### src/rtl/norm_shift_pipe.sv
// Pipelined leading-zero normaliser: one registered log-shifter stage per cycle, valid/ready.
// Define NORM_SHIFT_LIMIT_EN to add in_lim, which caps the total left shift (denormal results).
module norm_shift_pipe #(
  parameter int unsigned WIDTH = 24,
  localparam int unsigned SAW = $clog2(WIDTH)
) (
  input  logic             clk,
  input  logic             rst,
  input  logic             in_valid,
  output logic             in_ready,
  input  logic [WIDTH-1:0] in_a,
`ifdef NORM_SHIFT_LIMIT_EN
  input  logic [SAW-1:0]   in_lim,
`endif
  output logic             out_valid,
  input  logic             out_ready,
  output logic [WIDTH-1:0] out_b,
  output logic [SAW-1:0]   out_sa,
  output logic             out_zero
);

  logic [SAW-1:0]   valid_q;
  logic [SAW-1:0]   zero_q;
  logic [SAW-1:0]   adv;
  logic [WIDTH-1:0] data_q [SAW];
  logic [SAW-1:0]   sa_q   [SAW];
`ifdef NORM_SHIFT_LIMIT_EN
  logic [SAW-1:0]   lim_q  [SAW-1];
`endif

  // A stage may advance if any stage at or after it is empty, or the consumer takes the last one.
  always_comb begin
    adv = '0;
    for (int k = 0; k < SAW; k++) begin
      adv[k] = out_ready;
      for (int j = k; j < SAW; j++) begin
        if (!valid_q[j]) adv[k] = 1'b1;
      end
    end
  end

  for (genvar k = 0; k < SAW; k++) begin : g_stage
    localparam int unsigned Sh  = 1 << (SAW - 1 - k);
    localparam int unsigned Bit = SAW - 1 - k;

    logic             v_in;
    logic             z_in;
    logic             do_shift;
    logic [WIDTH-1:0] d_in;
    logic [WIDTH-1:0] d_nxt;
    logic [SAW-1:0]   sa_in;
    logic [SAW-1:0]   sa_nxt;
`ifdef NORM_SHIFT_LIMIT_EN
    localparam logic [SAW-1:0] ShW = SAW'(Sh);
    logic [SAW-1:0]   lim_in;
`endif

    if (k == 0) begin : g_head
      assign v_in  = in_valid;
      assign d_in  = in_a;
      assign sa_in = '0;
      assign z_in  = ~|in_a;
`ifdef NORM_SHIFT_LIMIT_EN
      assign lim_in = in_lim;
`endif
    end else begin : g_body
      assign v_in  = valid_q[k-1];
      assign d_in  = data_q[k-1];
      assign sa_in = sa_q[k-1];
      assign z_in  = zero_q[k-1];
`ifdef NORM_SHIFT_LIMIT_EN
      assign lim_in = lim_q[k-1];
`endif
    end

    always_comb begin
      do_shift = (d_in[WIDTH-1 -: Sh] == '0);
`ifdef NORM_SHIFT_LIMIT_EN
      do_shift = do_shift && (ShW <= lim_in);
`endif
      d_nxt       = do_shift ? (d_in << Sh) : d_in;
      sa_nxt      = sa_in;
      sa_nxt[Bit] = do_shift;
      // A zero operand shifts at every stage; report it as no shift instead.
      if (k == SAW - 1 && z_in) begin
        d_nxt  = '0;
        sa_nxt = '0;
      end
    end

    always_ff @(posedge clk) begin
      if (rst) begin
        valid_q[k] <= 1'b0;
        data_q[k]  <= '0;
        sa_q[k]    <= '0;
        zero_q[k]  <= 1'b0;
      end else if (adv[k]) begin
        valid_q[k] <= v_in;
        if (v_in) begin
          data_q[k] <= d_nxt;
          sa_q[k]   <= sa_nxt;
          zero_q[k] <= z_in;
        end
      end
    end

`ifdef NORM_SHIFT_LIMIT_EN
    // Remaining budget is only needed by the stages that follow.
    if (k < SAW - 1) begin : g_lim
      always_ff @(posedge clk) begin
        if (rst) begin
          lim_q[k] <= '0;
        end else if (adv[k] && v_in) begin
          lim_q[k] <= do_shift ? (lim_in - ShW) : lim_in;
        end
      end
    end
`endif
  end

  assign in_ready  = adv[0];
  assign out_valid = valid_q[SAW-1];
  assign out_b     = data_q[SAW-1];
  assign out_sa    = sa_q[SAW-1];
  assign out_zero  = zero_q[SAW-1];

endmodule

### config.mk
export PLATFORM = sky130hd
export DESIGN_NAME = norm_shift_pipe
export DESIGN_NICKNAME = d
export VERILOG_FILES = /design/src/rtl/norm_shift_pipe.sv
export SDC_FILE = /design/constraint.sdc
export NUM_CORES = 1
export LEC_CHECK = 0
export CORE_MARGIN = 2
export CORE_UTILIZATION = 55
export CTS_BUF_LIST = sky130_fd_sc_hd__clkbuf_16
export CTS_CLUSTER_DIAMETER = 200
export DETAILED_ROUTE_END_ITERATION = 16
export PLACE_DENSITY = 0.84
export SLEW_MARGIN = 20
export SYNTH_ARGS = -nofsm -noshare
export SYNTH_HDL_FRONTEND = slang
export SYNTH_SLANG_ARGS = --single-unit
export TNS_END_PERCENT = 10
### constraint.sdc
create_clock -name clk -period 4.4 [get_ports clk]
set_input_delay 0.88 -clock clk [delete_from_list [all_inputs] [get_ports clk]]
set_output_delay 0.88 -clock clk [all_outputs]
set_load 0.01 [all_outputs]
==> run_results.csv <==
group,metric,value,unit
power_and_ir_drop,powerDensity,436,nW/um^2
logic_synthesis,yosysMostFrequentCell,"edfxtp_1",
finish,area_growth,21.6,%
worst_setup_path,reg2reg_from,"g_stage[3].v_in",
power_and_ir_drop,p_leak,2.67,nW
finish,nFillCells,716,
logic_synthesis,netlist_top_cells_area,"edfxtp_1, mux2i_1, nor2_1, a21oi_1, and2_1",
cts,cts_resized,0,
timing,fin_crit,3.24,ns
floorplanning,io_pins,60,
cts,cts_buffers,17,
logic_synthesis,synth-adder-area-share,0,%
floorplanning,chipWidth,109,microns
timing,setup_viol,0,
logic_synthesis,synth_top_cell_area_share,67.2,%
timing,tns,0,ns
worst_setup_path,worstPathMaxFanout,5,
logic_synthesis,synth.area.mux_share,5.31,%
logic_synthesis,synth_cells,452,
floorplanning,die_h,109,microns
worst_setup_path,worstSetupPathType,"input pin to output port",
cts,postCtsSetupBuffers,0,
worst_setup_path,start_kind,"input pin",
worst_setup_path,worstSetupEndpointType,"output port",
cts,cts.sinks,145,
cts,cts_tree,"built",
routing,drt-wirelength-per-cell,14.6,microns
timing,rsz0062_at_grt,"false",
logic_synthesis,ys_seq_elements,145,
cts,hold_buffers,0,
grt,grt_antenna_before_repair,0,
worst_setup_path,cp.required,3.52,ns
timing,finalHoldViolations,0,
logic_synthesis,synthArstFlopShare,0,%
placed_design,dpl.hpwl,6.32,mm
routing,drt_drc_violations_left,0,
placed_design,io_buffers,59,
floorplanning,start_util,55.9,%
logic_synthesis,synth_xor_area_share,0,%
placed_design,gp_congestion,0.831,
logic_synthesis,yosysWarnings,0,
grt,grt_pass1_wl,15.7,mm
routing,via_per_inst,5.34,
logic_synthesis,ys.flop_type,"edfxtp_1",
cts,insertion_delay,0.41,ns
floorplanning,core,10800,sq um
logic_synthesis,synth_fp_nets,480,
routing,postRouteAntennaNets,0,
worst_setup_path,rr_worst_depth,3,
power_and_ir_drop,max-vdd-ir-drop,255,uV
timing,finalMaxSlewViolations,0,
cts,path_clk_slew,0.06,ns
grt,overflow,0,
timing,finalCritPeriodShare,73.7,%
timing,clock_skew,0.00926,ns
logic_synthesis,synth-simple-area-share,14.2,%
worst_setup_path,endpoint,"in_ready",
logic_synthesis,synth_area,6040,sq um
finish,final_util,68.0,%
worst_setup_path,cp_data_arrival_time,2.36,ns
cts,clock_tree.buffer_depth,2,
timing,slew_headroom,32.0,%
logic_synthesis,yosysTopAreaCell,"edfxtp_1",
finish,multi_input_area,1640,sq um
timing,worst_slew_pin_slew,1.02,ns
routing,dr.pass1.iters,5,
logic_synthesis,ys_seq_area_share,70.5,%
outcome,outcome,"finished clean",
routing,drt_iter0_markers,169,
finish,seq_area,4250,sq um
run,cap_violations,0,
logic_synthesis,synth_common_cells,"edfxtp_1, nor2_1, a21oi_1",
grt,grt_pass1_vias,3405,
logic_synthesis,synth-edff-count,135,
finish,layout.nets,540,
timing,fmax,308,MHz
cts,htreeDepth,4,
finish,antenna_cells,0,
routing,routed_wl,9.68,mm
logic_synthesis,synth_compound_area_share,7.42,%
hold_path,min_path_type,"flip-flop to flip-flop",
finish,drive_above_1_share,8.57,%
grt,track_usage,17.6,%
floorplanning,row_count,38,
logic_synthesis,synth_top_family_by_area,"simple AND/OR/NAND/NOR gates",
routing,vias,3552,
logic_synthesis,postSynthAreaPerCell,13.4,sq um
cts,clockRootBuffer,"clkbuf_16",
hold_path,hold_depth,2,
worst_setup_path,reg2reg_slack,2.21,ns
floorplanning,fp.dieArea,11800,sq um
worst_setup_path,critPathLaunch,"out_ready",
logic_synthesis,synthDistinctLibCells,34,
worst_setup_path,reg2reg_to,"data_q[1][2]",
grt,grt_start_max_net_pins,30,
## per-layer routing
| metal | GRT usage, % | routed length, microns |
|---|---|---|
| met4 | 8.15 | 231 |
| met2 | 32.2 | 5300 |
| met1 | 18.2 | 3720 |
| met3 | 5.68 | 435 |
| met5 | 0 | 0 |
## sequential cells by signal, summed over array words and instances (netlist names)
| register | flops |
|---|---|
| data_q | 120 |
| g_stage.v_in | 4 |
| g_stage.z_in | 4 |
| out_valid | 1 |
| out_zero | 1 |
| sa_q | 15 |
## report_power, final
| group | switching [W] | internal (W) |
|---|---|---|
| registers | 0.0000365 | 0.00157 |
| logic | 0.0000961 | 0.0000777 |
| clock network | 0.000608 | 0.000809 |
## area by class of cell
cell class,count,share of cell area (%)
timing repair buffer,64,8.83
sequential,145,58.0
clock buffer,17,5.80
clock inverter,15,2.23
tap,140,2.39
inverter,9,0.460
multi-input combinational,275,22.3
## worst max-delay path, stage by stage
cell and delay, ns:
clkdlybuf4s50_1 0.53, and4b_1 0.24, nand3_1 0.15, clkdlybuf4s50_1 0.56
## through the flow
stage	setup WS (ns)	hold slack, ns	cell area, sq um	cells	power, W
finish	1.16	0.473	7340	665	0.00320
global route	1.09	0.491	7340	665	0.00329
CTS	1.16	0.477	7310	664	0.00321
detailed placement	0.973	0.450	6720	632	0.00181
global placement	1.11	0.451	6720	632	0.00180
floorplan	2.02	0.437	6040	452	0.00173
## cell families after synthesis
family	Yosys count
DFF	145
AOI/OAI and AO/OA	71
and+or+nand+nor	172
buffers and inverters	32
muxes	32
## worst min-delay path by stage
stage | start | endpoint | slack, ns
detailed placement | g_stage[3].z_in | g_stage[3].z_in | 0.45
CTS | g_stage[3].z_in | g_stage[3].z_in | 0.48
floorplan | g_stage[3].z_in | g_stage[3].z_in | 0.44
finish | g_stage[3].z_in | g_stage[3].z_in | 0.47
global route | g_stage[3].z_in | g_stage[3].z_in | 0.49
global placement | g_stage[3].z_in | g_stage[3].z_in | 0.45
## cell usage in the layout, fill, tap and decap left out, types with 2 or more instances in the layout
master / n
edfxtp_1: 135
nor2_1: 64
dfxtp_1: 10
nand2_1: 40
clkbuf_16: 17
and3_1: 5
mux2i_1: 32
buf_4: 4
inv_6: 4
clkinvlp_4: 3
nor4_1: 6
nor3_1: 2
nand3_1: 5
clkdlybuf4s50_1: 59
a22o_1: 20
and2_1: 35
and4_1: 2
a21oi_1: 46
or4_4: 2
inv_1: 8
nor2_8: 2
inv_8: 6
Note: power is estimated with default switching activity, not from simulation.
